===== config.mk =====
export PLATFORM = sky130hd
export DESIGN_NAME = jesd204b_dll_rx_lane
export DESIGN_NICKNAME = d
export VERILOG_FILES = /design/src/rtl/jesd204b_dll_rx_lane.sv
export SDC_FILE = /design/constraint.sdc
export NUM_CORES = 1
export LEC_CHECK = 0
export ABC_AREA = 1
export ABC_CLOCK_PERIOD_IN_PS = 1890
export CAP_MARGIN = 20
export CORE_ASPECT_RATIO = 0.75
export CORE_MARGIN = 2
export CORE_UTILIZATION = 50
export CTS_CLUSTER_DIAMETER = 100
export DETAILED_ROUTE_END_ITERATION = 16
export HOLD_SLACK_MARGIN = 0.15
export PLACE_DENSITY = 0.84
export SLEW_MARGIN = 15
export SYNTH_ARGS = -nofsm -noshare
export SYNTH_HDL_FRONTEND = slang
export SYNTH_SLANG_ARGS = --single-unit

===== constraint.sdc =====
create_clock -name clk -period 1.89 [get_ports clk]
set_clock_uncertainty 0.05 [all_clocks]
set_input_delay 0.378 -clock clk [delete_from_list [all_inputs] [get_ports clk]]
set_output_delay 0.378 -clock clk [all_outputs]
set_load 0.02 [all_outputs]

===== src/rtl/jesd204b_dll_rx_lane.sv =====
// JESD204B receive data link layer for one lane: code group sync, ILAS check,
// frame/multiframe alignment and /F/ /A/ character replacement undo.
module jesd204b_dll_rx_lane #(
  parameter int unsigned OCTETS  = 2,
  parameter int unsigned FRAMES  = 32,
  parameter int unsigned ILAS_MF = 4
) (
  input  logic                  clk,
  input  logic                  rst_n,
  input  logic [7:0]            rx_octet,
  input  logic                  rx_charisk,
  input  logic                  rx_disperr,
  output logic                  sync_n,
  output logic [8*OCTETS-1:0]   frame_data,
  output logic                  frame_valid,
  output logic                  mf_start,
  output logic                  ilas_done,
  output logic [1:0]            lane_state,
  output logic                  align_err
);

  localparam int unsigned W  = 8 * OCTETS;
  localparam int unsigned OW = (OCTETS  > 1) ? $clog2(OCTETS)  : 1;
  localparam int unsigned FW = (FRAMES  > 1) ? $clog2(FRAMES)  : 1;
  localparam int unsigned MW = (ILAS_MF > 1) ? $clog2(ILAS_MF) : 1;
  localparam logic [OW-1:0] OCT_LAST = OW'(OCTETS - 1);
  localparam logic [FW-1:0] FRM_LAST = FW'(FRAMES - 1);
  localparam logic [MW-1:0] MF_LAST  = MW'(ILAS_MF - 1);
  localparam logic [7:0] K_CHAR = 8'hBC;
  localparam logic [7:0] R_CHAR = 8'h1C;
  localparam logic [7:0] A_CHAR = 8'h7C;
  localparam logic [7:0] F_CHAR = 8'hFC;

  typedef enum logic [1:0] {ST_INIT = 2'd0, ST_CHECK = 2'd1, ST_ILAS = 2'd2, ST_DATA = 2'd3} state_t;

  state_t        state, state_nxt;
  logic [2:0]    kcnt, kcnt_nxt;
  logic          cgs_done, cgs_done_nxt;
  logic [OW-1:0] oct_cnt, oct_cnt_nxt, oct_adv;
  logic [FW-1:0] frm_cnt, frm_cnt_nxt, frm_adv;
  logic [MW-1:0] mf_cnt, mf_cnt_nxt, mf_adv;
  logic [1:0]    err_cnt, err_cnt_nxt;
  logic [W-1:0]  acc, acc_nxt, fd_nxt;
  logic [7:0]    last_oct, last_oct_nxt, oct_out;
  logic          sync_n_nxt, fv_nxt, mfs_nxt, ilas_nxt, aerr_nxt;
  logic          is_ctrl, is_k, is_r, is_a, is_f, oct_last, mf_last, go_init;

  assign lane_state = state;

  // Character decode and alignment position of the current octet
  always_comb begin
    is_ctrl  = rx_charisk && !rx_disperr;
    is_k     = is_ctrl && (rx_octet == K_CHAR);
    is_r     = is_ctrl && (rx_octet == R_CHAR);
    is_a     = is_ctrl && (rx_octet == A_CHAR);
    is_f     = is_ctrl && (rx_octet == F_CHAR);
    oct_last = (oct_cnt == OCT_LAST);
    mf_last  = oct_last && (frm_cnt == FRM_LAST);
    oct_adv  = oct_cnt;
    frm_adv  = frm_cnt;
    mf_adv   = mf_cnt;
    if (oct_last) begin
      oct_adv = '0;
      if (frm_cnt == FRM_LAST) begin
        frm_adv = '0;
        mf_adv  = mf_cnt + 1'b1;
      end else begin
        frm_adv = frm_cnt + 1'b1;
      end
    end else begin
      oct_adv = oct_cnt + 1'b1;
    end
  end

  // Next-state and registered-output logic
  always_comb begin
    state_nxt    = state;
    kcnt_nxt     = kcnt;
    cgs_done_nxt = cgs_done;
    oct_cnt_nxt  = oct_cnt;
    frm_cnt_nxt  = frm_cnt;
    mf_cnt_nxt   = mf_cnt;
    err_cnt_nxt  = err_cnt;
    acc_nxt      = acc;
    last_oct_nxt = last_oct;
    fd_nxt       = frame_data;
    fv_nxt       = 1'b0;
    mfs_nxt      = 1'b0;
    aerr_nxt     = 1'b0;
    oct_out      = rx_octet;
    go_init      = 1'b0;

    unique case (state)
      ST_INIT: begin
        if (is_k) begin
          state_nxt = ST_CHECK;
          kcnt_nxt  = 3'd1;
        end
      end
      ST_CHECK: begin
        if (cgs_done) begin
          if (is_r) begin
            state_nxt   = ST_ILAS;
            oct_cnt_nxt = oct_adv;
            frm_cnt_nxt = frm_adv;
            mf_cnt_nxt  = mf_adv;
          end else if (!is_k) begin
            aerr_nxt = 1'b1;
            go_init  = 1'b1;
          end
        end else if (is_k) begin
          kcnt_nxt = kcnt + 3'd1;
          if (kcnt == 3'd3) cgs_done_nxt = 1'b1;
        end else begin
          go_init = 1'b1;
        end
      end
      ST_ILAS: begin
        oct_cnt_nxt = oct_adv;
        frm_cnt_nxt = frm_adv;
        mf_cnt_nxt  = mf_adv;
        if (oct_last) last_oct_nxt = rx_octet;
        if (mf_last) begin
          if (!is_a) begin
            aerr_nxt = 1'b1;
            go_init  = 1'b1;
          end else if (mf_cnt == MF_LAST) begin
            state_nxt = ST_DATA;
          end
        end
      end
      default: begin
        oct_cnt_nxt = oct_adv;
        frm_cnt_nxt = frm_adv;
        mf_cnt_nxt  = mf_adv;
        // Undo transmitter character replacement at frame/multiframe ends
        if ((is_f && oct_last && !mf_last) || (is_a && mf_last)) oct_out = last_oct;
        if ((is_f && !(oct_last && !mf_last)) || (is_a && !mf_last) || is_k) aerr_nxt = 1'b1;
        acc_nxt = W'({acc, oct_out});
        if (oct_last) begin
          fv_nxt       = 1'b1;
          fd_nxt       = acc_nxt;
          mfs_nxt      = (frm_cnt == '0);
          last_oct_nxt = oct_out;
        end
      end
    endcase

    // Four consecutive disparity errors drop the link
    if (state == ST_ILAS || state == ST_DATA) begin
      if (rx_disperr) begin
        err_cnt_nxt = err_cnt + 2'd1;
        if (err_cnt == 2'd3) go_init = 1'b1;
      end else begin
        err_cnt_nxt = '0;
      end
    end

    if (go_init) begin
      state_nxt    = ST_INIT;
      kcnt_nxt     = '0;
      cgs_done_nxt = 1'b0;
      oct_cnt_nxt  = '0;
      frm_cnt_nxt  = '0;
      mf_cnt_nxt   = '0;
      err_cnt_nxt  = '0;
      acc_nxt      = '0;
      last_oct_nxt = '0;
      fv_nxt       = 1'b0;
      mfs_nxt      = 1'b0;
    end

    sync_n_nxt = (state_nxt == ST_CHECK && cgs_done_nxt) ||
                 (state_nxt == ST_ILAS) || (state_nxt == ST_DATA);
    ilas_nxt   = (state_nxt == ST_DATA);
  end

  always_ff @(posedge clk or negedge rst_n) begin
    if (!rst_n) begin
      state       <= ST_INIT;
      kcnt        <= '0;
      cgs_done    <= 1'b0;
      oct_cnt     <= '0;
      frm_cnt     <= '0;
      mf_cnt      <= '0;
      err_cnt     <= '0;
      acc         <= '0;
      last_oct    <= '0;
      sync_n      <= 1'b0;
      frame_data  <= '0;
      frame_valid <= 1'b0;
      mf_start    <= 1'b0;
      ilas_done   <= 1'b0;
      align_err   <= 1'b0;
    end else begin
      state       <= state_nxt;
      kcnt        <= kcnt_nxt;
      cgs_done    <= cgs_done_nxt;
      oct_cnt     <= oct_cnt_nxt;
      frm_cnt     <= frm_cnt_nxt;
      mf_cnt      <= mf_cnt_nxt;
      err_cnt     <= err_cnt_nxt;
      acc         <= acc_nxt;
      last_oct    <= last_oct_nxt;
      sync_n      <= sync_n_nxt;
      frame_data  <= fd_nxt;
      frame_valid <= fv_nxt;
      mf_start    <= mfs_nxt;
      ilas_done   <= ilas_nxt;
      align_err   <= aerr_nxt;
    end
  end

endmodule

==> out/results.tsv <==
stage	metric	value	unit
status	status	complete, but fails checks	
status	violations	negative setup slack	
route	dr_total_vias	2823	
sta	relSlewSlack	68.91	%
route	drc	0	
setup_path	critical_path_class	reg -> reg	
setup_path	required	2100	ps
cts	cts_sinks	53	
die	die_area	6437	sq um
route	first_pass_iters	5	
finish	nFillCells	331	
sta	period_share	109.5	%
grt	grt_pass1_wl	12.15	mm
placement	portBuffers	34	
synthesis	synth-seq-cells	53	
sta	slew_viol_final	0	
sta	fmax	483.3	MHz
pwr	comb_power_share	56.7	%
pwr	leakagePower	1.987	nW
grt	track_usage	23.71	%
sta	setup_viol	43	
placement	postPlaceCellArea	3580	sq um
cts	clkLatencyLatePin	330	ps
finish	drive_gt1_share	39.37	%
die	start_util	53.09	%
sta	fin_crit	2069	ps
pwr	seqPwrFrac	31.6	%
finish	final_nets	437	
setup_path	rrSetupSlack	-180	ps
cts	cts_buffer_depth	2	
sta	hold_viol	0	
synthesis	syn_inst	327	
finish	register_area	1329	sq um
sta	fin_tns_setup	-4642	ps
flow_run	maxCapViolCount	0	
die	core	5468	sq um
pwr	p_int	3.437	mW
placement	place_hpwl	4.831	mm
route	vias_per_cell	5.773	
route	routedWlPerCell	17.66	um
setup_path	cp_max_fo	8	
cts	cts_tree	yes	
cts	path_clk_slew	120	ps
route	ant_nets	0	
hold_path	min_path_type	in -> reg	
pwr	swShare	45.11	%
cts	htreeDepth	2	
setup_path	slowest_stage	dfrtp_1	
synthesis	ys_types	35	
synthesis	yosys_warnings	0	
grt	grt-ovfl-total	0	
die	rows	23	
synthesis	avgSynthCellArea	8.877	sq um
setup_path	end_kind	flop	
setup_path	start_kind	flop	
grt	antenna_found_initial	0	
grt	grt_max_degree	54	
placement	place_congestion	0.8667	
route	drtIter0Drc	247	
pwr	max-vdd-ir-drop	0.6145	mV
synthesis	syn_nets	351	
sta	setup_ws	-178.9	ps
finish	num_antenna_cells	0	
grt	grt_pass1_vias	2516	
finish	postLayoutCellArea	4118	sq um
die	io_pins	35	
sta	holdWs	418.1	ps
die	dieWidth	91.98	um
die	fp.dieH	69.99	um
cts	cts_made_buffers	5	
sta	rsz0062_at_grt	true	
finish	areaGrowthSynthToFinish	41.85	%
pwr	clockPowerShare	11.7	%
setup_path	cpPeakStageDelay	410	ps
synthesis	synthesis.area	2903	sq um
setup_path	path_cells	ha_2 -> nand2_2 -> nor2_2 -> ha_2 -> nand2_2 -> inv_2 -> nand3_4 -> nand2_4 -> nand2_8 -> nand2_8 -> buf_4 -> nor2_4 -> nand2_1 -> o21ai_1	
pwr	p_per_area	1521	nW/um^2
finish	multiInputGateArea	1589	sq um
cts	cts_root_buffer	clkbuf_8	
route	wl	8.635	mm
setup_path	critPathArrivalTime	2280	ps
pwr	switchingPower	2.825	mW
sta	tightest_slew	464.4	ps
synthesis	synth.yosys.seq_area_share	45.69	%
-- area by class of cell --
type                            instances  area share, %
Clock inverter                          3         0.6989
Inverter                               44          4.132
Sequential cell                        53          32.27
Clock buffer                            5          1.671
Tap cell                               75          2.279
Multi-Input combinational cell        222          38.59
Timing Repair Buffer                   87          20.36
-- sequential cells by signal, indices dropped and copies added, names as in the netlist --
| name | cells |
|---|---|
| frame_data | 16 |
| acc | 8 |
| last_oct | 8 |
| frm_cnt | 5 |
| kcnt | 3 |
| err_cnt | 2 |
| lane_state | 2 |
| mf_cnt | 2 |
| align_err | 1 |
| cgs_done | 1 |
| frame_valid | 1 |
| ilas_done | 1 |
| mf_start | 1 |
| oct_cnt | 1 |
| sync_n | 1 |
-- worst max-delay path: cells and delay by family (launching register included) --
kind,cells,cell delay [ps]
adders and majority gates,2,390
buffers and inverters,2,230
AOI/OAI and AO/OA,1,110
DFF,1,410
and+or+nand+nor,9,830
-- worst paths after layout --
kind | startpoint | endpoint | cells after the start
min in group asynchronous | rst_n | frame_data[2]$_DFFE_PN0P_ | 3
max reg2reg | frm_cnt[0]$_DFFE_PN0P_ | last_oct[3]$_DFFE_PN0P_ | 14
min | rx_octet[3] | frame_data[3]$_DFFE_PN0P_ | 4
max | frm_cnt[0]$_DFFE_PN0P_ | last_oct[3]$_DFFE_PN0P_ | 14
max in group asynchronous | rst_n | lane_state[1]$_DFF_PN0_ | 3
min reg2reg | frame_data[5]$_DFFE_PN0P_ | frame_data[5]$_DFFE_PN0P_ | 2
-- cell families (layout without fill, tap and decap cells) --
group / Yosys count / after routing / share of synthesized area, %
compound gates: 58 / 58 / 12.97
xor+xnor: 1 / 1 / 0.3018
fa+ha+maj: 12 / 12 / 5.172
buf+inv: 52 / 139 / 7.974
flops: 53 / 53 / 45.69
mux: 8 / 8 / 3.104
simple gates: 143 / 143 / 24.78
-- layout by cell type (no fill, tap or decap), drive strengths merged, types with 5 or more instances in the layout --
master,synthesis,final
clkbuf,2,5
dlygate4sd2,0,5
mux2,8,8
clkdlybuf4s50,0,25
ha,12,12
nand4,10,10
nor2,28,28
inv,43,46
a21oi,12,12
nand3,17,17
buf,6,53
dfrtp,53,53
nand2,80,80
o21ai,39,39
-- cells in the mapped netlist (all sizes together) --
library cell / count / area share (%)
a211oi: 1 / 0.43
a21oi: 12 / 3.1
a31oi: 3 / 0.65
buf: 6 / 1.9
clkbuf: 2 / 0.26
clkinv: 1 / 0.13
dfrtp: 53 / 46
ha: 12 / 5.2
inv: 43 / 5.6
mux2: 8 / 3.1
nand2: 80 / 12
nand3: 17 / 3.8
nand3b: 1 / 0.26
nand4: 10 / 2.2
nor2: 28 / 4.8
nor3: 3 / 0.69
nor4: 1 / 0.43
o211ai: 3 / 0.78
o21ai: 39 / 8.0
or2: 3 / 0.65
xor2: 1 / 0.30
-- stage by stage --
stage | setup WS [ps] | utilization (%) | power, mW | cells
after global routing | -289.5 | 75.31 | 6.622 | 489
after floorplan | 9.024 | - | 3.784 | 327
after CTS | -88.15 | 71.60 | 5.840 | 484
after detailed placement | -382.8 | 65.47 | 4.889 | 462
after global placement | -321.2 | 65.47 | 4.742 | 462
final | -178.9 | 75.31 | 6.262 | 489
-- routing by layer --
layer	GRT usage (%)	vias to the layer above	wire [um]
met1	33.22	1345	3414
li1	-	1243	-
met2	38.56	188	4229
met5	0	-	0
met3	4.207	47	646
met4	5.638	0	345
-- power by group through the flow --
stage	Sequential, mW	Clock [mW]	Combinational (mW)
floorplan	2.15	0	1.63
global placement	1.92	0	2.82
detailed placement	1.96	0	2.93
CTS	1.94	0.723	3.17
global route	2.03	0.779	3.81
finish	1.98	0.731	3.55
-- timing repair --
action,CTS,global route
hold buffers,1,0
endpoints found under the setup margin,43,44
gates resized for setup,51,50
hold endpoints to repair,53,0
setup buffers,11,6
pin swaps,12,35
gates cloned,2,0
Power figures use the tool's default switching activity.
